## config.mk

```make
export PLATFORM = sky130hd
export DESIGN_NAME = pipeline_stall_controller
export DESIGN_NICKNAME = d
export VERILOG_FILES = /design/src/rtl/pipeline_stall_controller_pkg.sv /design/src/rtl/pipeline_stall_controller_stall_stats_counter.sv /design/src/rtl/pipeline_stall_controller.sv
export SDC_FILE = /design/constraint.sdc
export NUM_CORES = 1
export LEC_CHECK = 0
export BUFFER_PORTS_ARGS = -buffer_cell sky130_fd_sc_hd__buf_2
export CAP_MARGIN = 20
export CORE_UTILIZATION = 40
export DETAILED_ROUTE_END_ITERATION = 6
export HOLD_SLACK_MARGIN = 0.15
export PLACE_DENSITY = 0.6
export SLEW_MARGIN = 10
export SYNTH_ARGS = -nofsm -noshare
export SYNTH_HDL_FRONTEND = slang
export SYNTH_SLANG_ARGS = --single-unit
export TNS_END_PERCENT = 100
```

## constraint.sdc

```tcl
create_clock -name clk -period 3.2 [get_ports clk]
set_input_delay 0 -clock clk [delete_from_list [all_inputs] [get_ports clk]]
set_output_delay 0 -clock clk [all_outputs]
set_load 0.01 [all_outputs]
```

## src/rtl/pipeline_stall_controller_pkg.sv

```systemverilog
// Shared pipeline types: sequencer states, stage-control bundle, canned control sets.
package pipeline_stall_controller_pkg;

  typedef enum logic [1:0] {
    ST_RUN,
    ST_LU_STALL,
    ST_DMEM_WAIT
  } state_e;

  // Field order of the per-stage control bundle, IF side first.
  typedef struct packed {
    logic pc_we;
    logic if_id_we;
    logic if_id_flush;
    logic id_ex_we;
    logic id_ex_flush;
    logic ex_mem_we;
    logic mem_wb_bubble;
  } ctrl_t;

  // RV32I canonical NOP (addi x0, x0, 0) loaded by flushed/bubbled stages.
  localparam logic [31:0] NOP_INSN = 32'h0000_0013;

  localparam ctrl_t CTRL_RUN      = '{pc_we: 1'b1, if_id_we: 1'b1, if_id_flush: 1'b0,
                                      id_ex_we: 1'b1, id_ex_flush: 1'b0, ex_mem_we: 1'b1,
                                      mem_wb_bubble: 1'b0};
  localparam ctrl_t CTRL_FREEZE   = '{pc_we: 1'b0, if_id_we: 1'b0, if_id_flush: 1'b0,
                                      id_ex_we: 1'b0, id_ex_flush: 1'b0, ex_mem_we: 1'b0,
                                      mem_wb_bubble: 1'b1};
  localparam ctrl_t CTRL_BRANCH   = '{pc_we: 1'b1, if_id_we: 1'b1, if_id_flush: 1'b1,
                                      id_ex_we: 1'b1, id_ex_flush: 1'b1, ex_mem_we: 1'b1,
                                      mem_wb_bubble: 1'b0};
  localparam ctrl_t CTRL_LOAD_USE = '{pc_we: 1'b0, if_id_we: 1'b0, if_id_flush: 1'b0,
                                      id_ex_we: 1'b1, id_ex_flush: 1'b1, ex_mem_we: 1'b1,
                                      mem_wb_bubble: 1'b0};
  localparam ctrl_t CTRL_IMEM     = '{pc_we: 1'b0, if_id_we: 1'b1, if_id_flush: 1'b1,
                                      id_ex_we: 1'b1, id_ex_flush: 1'b0, ex_mem_we: 1'b1,
                                      mem_wb_bubble: 1'b0};
  localparam ctrl_t CTRL_RESET    = '{pc_we: 1'b0, if_id_we: 1'b0, if_id_flush: 1'b1,
                                      id_ex_we: 1'b0, id_ex_flush: 1'b1, ex_mem_we: 1'b0,
                                      mem_wb_bubble: 1'b1};

endpackage

```

## src/rtl/pipeline_stall_controller_stall_stats_counter.sv

```systemverilog
// Event counter with sync clear, load-to-one and optional saturation.
module stall_stats_counter #(
  parameter int unsigned W        = 32,
  parameter bit          SATURATE = 1'b0
) (
  input  logic         i_clk,
  input  logic         i_rst,
  input  logic         i_clr,
  input  logic         i_load,
  input  logic         i_inc,
  output logic [W-1:0] o_count
);

  logic [W-1:0] r_count;

  // Clear beats load beats increment; saturating variant holds at all-ones.
  always_ff @(posedge i_clk) begin
    if (i_rst || i_clr) begin
      r_count <= '0;
    end else if (i_load) begin
      r_count <= W'(1);
    end else if (i_inc && !(SATURATE && (r_count == '1))) begin
      r_count <= r_count + 1'b1;
    end
  end

  assign o_count = r_count;

endmodule

```

## src/rtl/pipeline_stall_controller.sv

```systemverilog
// Pipeline stall/flush sequencer: merges dmem, branch, load-use and imem requests.
module pipeline_stall_controller
  import pipeline_stall_controller_pkg::*;
#(
  parameter int unsigned LOAD_STALL_CYCLES = 1,
  parameter int unsigned MEM_TIMEOUT       = 255,
  parameter int unsigned CNT_W             = 32
) (
  input  logic             clk,
  input  logic             reset,
  input  logic             load_use_hazard,
  input  logic             branch_taken,
  input  logic             dmem_busy,
  input  logic             imem_busy,
  output logic             pc_write_en,
  output logic             if_id_write_en,
  output logic             if_id_flush,
  output logic             id_ex_write_en,
  output logic             id_ex_flush,
  output logic             ex_mem_write_en,
  output logic             mem_wb_bubble,
  output logic [CNT_W-1:0] stall_cycles,
  output logic [CNT_W-1:0] flush_events,
  output logic             mem_timeout_err
);

  localparam logic [3:0] LU_INIT = 4'(LOAD_STALL_CYCLES - 1);
  localparam logic [8:0] TMO     = 9'(MEM_TIMEOUT);

  state_e      r_state;
  state_e      r_ret_state;
  logic [3:0]  r_lu_cnt;
  logic        r_timeout_err;

  state_e      w_eff_state;
  ctrl_t       w_ctrl;
  logic        w_branch;
  logic [7:0]  w_wait_cnt;
  logic [8:0]  w_wait_next;
  logic        w_wait_load;
  logic        w_wait_inc;

  // Priority merge of requests into one control bundle; a finished dmem wait
  // resolves through the saved state in the same cycle.
  always_comb begin
    w_eff_state = (r_state == ST_DMEM_WAIT) ? r_ret_state : r_state;
    w_ctrl      = CTRL_RUN;
    w_branch    = 1'b0;
    if (reset) begin
      w_ctrl = CTRL_RESET;
    end else if (dmem_busy) begin
      w_ctrl = CTRL_FREEZE;
    end else if (branch_taken) begin
      w_ctrl   = CTRL_BRANCH;
      w_branch = 1'b1;
    end else if (w_eff_state == ST_LU_STALL || load_use_hazard) begin
      w_ctrl = CTRL_LOAD_USE;
    end else if (imem_busy) begin
      w_ctrl = CTRL_IMEM;
    end
  end

  // Value wait_cnt will take at this edge while dmem is busy; drives the timeout.
  always_comb begin
    w_wait_load = dmem_busy && (r_state != ST_DMEM_WAIT);
    w_wait_inc  = dmem_busy && (r_state == ST_DMEM_WAIT);
    w_wait_next = w_wait_inc ? ({1'b0, w_wait_cnt} + 9'd1) : 9'd1;
  end

  // Sequencer state, load-use countdown and sticky timeout flag.
  always_ff @(posedge clk) begin
    if (reset) begin
      r_state       <= ST_RUN;
      r_ret_state   <= ST_RUN;
      r_lu_cnt      <= '0;
      r_timeout_err <= 1'b0;
    end else if (dmem_busy) begin
      if (r_state != ST_DMEM_WAIT) begin
        r_ret_state <= r_state;
        r_state     <= ST_DMEM_WAIT;
      end
      if (w_wait_next >= TMO) begin
        r_timeout_err <= 1'b1;
      end
    end else if (branch_taken) begin
      r_state  <= ST_RUN;
      r_lu_cnt <= '0;
    end else if (w_eff_state == ST_LU_STALL) begin
      r_lu_cnt <= r_lu_cnt - 4'd1;
      r_state  <= (r_lu_cnt == 4'd1) ? ST_RUN : ST_LU_STALL;
    end else if (load_use_hazard && (LOAD_STALL_CYCLES > 1)) begin
      r_state  <= ST_LU_STALL;
      r_lu_cnt <= LU_INIT;
    end else begin
      r_state <= ST_RUN;
    end
  end

  stall_stats_counter #(.W(CNT_W), .SATURATE(1'b0)) u_stall_cnt (
    .i_clk   (clk),
    .i_rst   (reset),
    .i_clr   (1'b0),
    .i_load  (1'b0),
    .i_inc   (!w_ctrl.pc_we),
    .o_count (stall_cycles)
  );

  stall_stats_counter #(.W(CNT_W), .SATURATE(1'b0)) u_flush_cnt (
    .i_clk   (clk),
    .i_rst   (reset),
    .i_clr   (1'b0),
    .i_load  (1'b0),
    .i_inc   (w_branch),
    .o_count (flush_events)
  );

  stall_stats_counter #(.W(8), .SATURATE(1'b1)) u_wait_cnt (
    .i_clk   (clk),
    .i_rst   (reset),
    .i_clr   (!dmem_busy),
    .i_load  (w_wait_load),
    .i_inc   (w_wait_inc),
    .o_count (w_wait_cnt)
  );

  assign pc_write_en     = w_ctrl.pc_we;
  assign if_id_write_en  = w_ctrl.if_id_we;
  assign if_id_flush     = w_ctrl.if_id_flush;
  assign id_ex_write_en  = w_ctrl.id_ex_we;
  assign id_ex_flush     = w_ctrl.id_ex_flush;
  assign ex_mem_write_en = w_ctrl.ex_mem_we;
  assign mem_wb_bubble   = w_ctrl.mem_wb_bubble;
  assign mem_timeout_err = r_timeout_err;

endmodule

```

# [Word level (Yosys, flattened, before mapping)]
# Cells that the tools add are included.
# W data, S select, Z words.
[word_totals] reg_bits=81 output_inout_bits=72
[classes] add_sub_neg=5 order_cmp=1 eq_ne=6 n_mux=19 bitwise_logic=1 reduce_logical=13
[op_table] operator="$add A32 B1 Y32 const B" count=2
[op_table] operator="$mux W7" count=5
[op_table] operator="$add A8 B1 Y9 const B" count=1
[op_table] operator="$ge A9 B8 Y1 const B" count=1
[op_table] operator="$mux W9" count=1
[op_table] operator="$add A8 B1 Y8 const B" count=1
[op_table] operator="$eq A8 B8 Y1 const B" count=1
[op_table] operator="$mux W1" count=8
[op_table] operator="$mux W4" count=2
[op_table] operator="$mux W2" count=3
[op_table] operator="$reduce_and A2 Y1" count=3
[op_table] operator="$eq A4 B1 Y1 const B" count=1
[op_table] operator="$reduce_bool A2 Y1" count=2
[op_table] operator="$sub A4 B1 Y4 const B" count=1
[op_table] operator="$logic_and A1 B1 Y1" count=3
[op_table] operator="$eq A2 B1 Y1 const B" count=1
[op_table] operator="$eq A2 B2 Y1 const B" count=1
[op_table] operator="$logic_not A1 Y1" count=2
[op_table] operator="$logic_or A1 B1 Y1" count=2
[op_table] operator="$ne A2 B1 Y1 const B" count=1
[op_table] operator="$ne A2 B2 Y1 const B" count=1
[op_table] operator="$reduce_or A2 Y1" count=1
[op_table] operator="$not A1 Y1" count=1

# [Logic depth before layout (Yosys ltp)]
[depth] depth_word=8 ltp_mapped=8

# [By module]
# Synthesis repeated with hierarchy kept, for this count alone.
[hier_totals] hier_cells=483 hier_area_um2=4111.4
[modules_own_cells] module="stall_stats_counter at u_flush_cnt ..." n_inst=2 cells_per_inst=178 area_each_um2=1554.0 seq_area_each_um2=640.6
[modules_own_cells] module="pipeline_stall_controller" n_inst=1 cells_per_inst=77 area_each_um2=566.8 seq_area_each_um2=180.2
[modules_own_cells] module="stall_stats_counter at u_wait_cnt" n_inst=1 cells_per_inst=50 area_each_um2=436.7 seq_area_each_um2=160.2

# [Least setup slack after synthesis]
# OpenSTA, ideal clock, no wires.
[synth_path] kind="reg-to-reg" startpoint="reg u_flush_cnt.r_count[0], in the netlist u_flush_cnt.o_count[0]" endpoint="reg u_flush_cnt.r_count[28], in the netlist u_flush_cnt.o_count[28]" setup_ns=0.070 t_arrival_ns=2.224 t_required_ns=3.130 slack_ns=0.906 path_stages_with_launch=7 n_path_buf=1 cell_sequence="dfxtp_1 ha_1 or3b_4 or4_4 buf_6 or4_1 a21oi_1"
[synth_between] elab_chain_cells=1
[synth_lines] element="start, declared" line="pipeline_stall_controller_stall_stats_counter.sv:14" rtl="logic [W-1:0] r_count;"
[synth_lines] element="start signal, assigned" line="pipeline_stall_controller_stall_stats_counter.sv:23" rtl="r_count <= r_count + 1'b1;"
[synth_lines] element="$add A32 B1 Y32" line="pipeline_stall_controller_stall_stats_counter.sv:23"
# Every way passes these cells.
# A chain may end at the register's enable or synchronous reset.

# [Worst setup path after layout]
[layout_path] startpoint="in reset" endpoint="reg u_stall_cnt.r_count[24], in the netlist u_stall_cnt.o_count[24]"
[layout_between] elab_chain_cells=1
[layout_lines] element="start, declared" line="pipeline_stall_controller.sv:10" rtl="input logic reset,"
[layout_lines] element="$mux W7" line="pipeline_stall_controller.sv:49" rtl="if (reset) begin"
[layout_lines] element="end signal, assigned" line="pipeline_stall_controller_stall_stats_counter.sv:23"
[layout_lines] element="end, declared" line="pipeline_stall_controller_stall_stats_counter.sv:14"
# Parallel ways exist; a longest one is shown, timed or not.

==> results.cfg <==
[run_status]
outcome = finished, final reports clean

[clock_tree]
cts.htree.levels = 3
cts_buffers = 9
post-cts-setup-buffers = 0
clock-root-buffer = clkbuf_8
clockBufferDepth = 2
hold_buffers = 4
path_clk_slew_ps = 80
ctsResizeCount = 0
cts_tree = done
clkSinkCount = 81
worstSkewPairLatency_ps = 360

[place]
dp_hpwl_um = 6737
io_buffers = 77
gp_congestion = 0.7879

[global_route]
grt_pass1_vias = 3471
grt_max_degree = 76
grt_use_total_pct = 18.35
antenna_found_initial = 0
grt-ovfl-total = 0
grt_pass1_wl_um = 16630

[layout]
num_antenna_cells = 0
area_growth_pct = 17.00
fin_nets = 568
nFillCells = 976
drive_above_1_share_pct = 22.24
final_common_cell = dfxtp_1
final_cell_mix = dfxtp_1 (81), buf_2 (77), a21oi_1 (41)

[route]
drtIter0Drc = 170
drt-met1-wl_um = 4907
top_layer = met4
wirelength_um = 9876
ant_nets = 0
drc = 0
route.detailed.wl_per_inst_um = 14.21
via_per_inst = 5.650
drt_pass1_iterations = 4
vias = 3927
wl_met3_um = 419
route.met2.wl_um = 4466

[timing]
finalMaxSlewViolations = 0
fmax_mhz = 412.0
finalSetupTns_ps = 0
finalCriticalPeriod_ps = 2427
hold_viol_final = 0
tightest_slew_ps = 885.1
rsz0062_at_grt = no
final.period_utilization_pct = 75.85
slew_headroom_pct = 40.99
fin_skew_ps = 15.37
final-setup-viol-count = 0

[floorplanning]
start_util_pct = 42.08
die_area_um2 = 10890
core_area_um2 = 9955
io_pins = 78
rows = 36
die_width_um = 104.3
fp.dieH_um = 104.3

[synthesis]
syn_inst = 495
ys_top_cells_by_area = dfxtp_1 (39%), mux2_2 (5.1%), a21oi_1 (4.9%), or4_1 (4.1%), nor2b_1 (3.6%)
syn_nets = 506
ys_seq_area_share_pct = 38.71
syn_area_um2 = 4189
synth.ff_latch_count = 81
async_flop_share_pct = 0
yosys_warnings = 0
ys_types = 52
avgSynthCellArea_um2 = 8.463
yosys.area.top_type_share_pct = 38.71
synth_top_flop_cell = dfxtp_1
synth_edf_count = 0
synth_top_cell_by_area = dfxtp_1

[power_and_ir_drop]
total_power_uw = 1993
power.density_nw_per_um2 = 406.7
p_leak_uw = 0.001850
vdd_drop_max_uv = 187.5

[critical_path]
cp-start-kind = input port
critPathKind = input port to register
cp.arrival_ps = 2670
critPathMaxStageDelay_ps = 600
critPathCaptureType = register
reg2reg_from = u_flush_cnt.o_count[0]$_SDFFE_PP0P_
cp_num_buf_inv = 3
cpLargestDelayFamily = buffers and inverters
critical_path.startpoint = reset
path_max_fanout = 75
crit_required_ps = 3450
cp_slowest_cell = buf_4
crit_chain = dlygate4sd3_1 > buf_2 > buf_4 > or3b_2 > nand3_1 > nor4b_1 > mux2_2

[worst_hold_path]
worstHoldStart = imem_busy
hold_class = input port to register

[flow_run]
drv_cap = 0
## state kept, by name, summed over array words and instances (netlist names)
signal / cells
r_state: 2
mem_timeout_err: 1
r_lu_cnt: 4
r_ret_state: 2
u_stall_cnt.o_count: 32
u_flush_cnt.o_count: 32
u_wait_cnt.o_count: 8
## worst min-delay path, stage by stage
cell and delay [ps]:
buf_2 100, nor2_1 160, a31oi_1 230, nand2_1 90, nand3_1 70
## layer usage
| layer | global-route usage [%] | vias up |
|---|---|---|
| met5 | 0 | - |
| met4 | 7.653 | 0 |
| met3 | 3.321 | 8 |
| met2 | 28.43 | 87 |
| met1 | 24.91 | 1847 |
| li1 | - | 1985 |
## cell usage after synthesis (all sizes together) (8+ instances only)
cell type / count
dfxtp: 81
a21oi: 41
nor2: 36
clkbuf: 28
nand2: 25
nor2b: 24
or4: 24
nand3: 22
nand4: 21
mux2: 19
o31ai: 18
nor4: 17
o21ai: 17
and3: 12
inv: 12
or3: 12
and4: 10
xnor2: 8
## path summary, 6_finish.rpt
path | endpoint | cells after the start | slack [ps]
worst min register to register | r_lu_cnt[1]$_SDFFE_PP0P_ | 2 | 460
worst max register to register | u_flush_cnt.o_count[30]$_SDFFE_PP0P_ | 5 | 830
worst min-delay path | u_stall_cnt.o_count[3]$_SDFFE_PP0N_ | 5 | 360
worst max-delay path | u_stall_cnt.o_count[24]$_SDFFE_PP0N_ | 7 | 770
## cell type report
cell class              instances  area [um^2]  share of cell area [%]
clock inverters                 6        91.34                   1.864
inverters                      12        45.04                  0.9191
clock buffers                  10        137.6                   2.808
multi-input cells             368         2384                   48.63
repair buffers                 85        455.4                   9.293
flip-flops and latches         81         1622                   33.09
well taps                     133        166.4                   3.395
## cell families after synthesis
kind of cell    Yosys count  share of synthesized area (%)
compound gates          101                          15.11
xor+xnor                 14                          2.927
fa+ha+maj                 5                          1.493
buf+inv                  46                          4.391
flops                    81                          38.71
mux                      21                          5.586
simple gates            227                          31.78
## per-stage QoR
stage	util [%]	std cells	hold WS, ps	area, um^2	setup WS [ps]
final	49.23	695	363.6	4901	772.7
after global placement	46.53	675	401.4	4632	926.2
after CTS	49.23	695	364.0	4901	787.8
after global routing	49.23	695	437.1	4901	617.0
after detailed placement	46.53	675	398.2	4632	856.0
after floorplan	-	495	179.6	4189	905.6
## power by group
| part | leakage (uW) | internal [uW] | total, uW | switching (uW) |
|---|---|---|---|---|
| clock | 0.000105 | 462 | 856 | 394 |
| sequential | 0.000654 | 1020 | 1030 | 14.4 |
| combinational | 0.00109 | 38.7 | 105 | 66.4 |
| total | 0.00185 | 1520 | 1990 | 475 |
No activity file was read; power rests on OpenSTA's default activity.
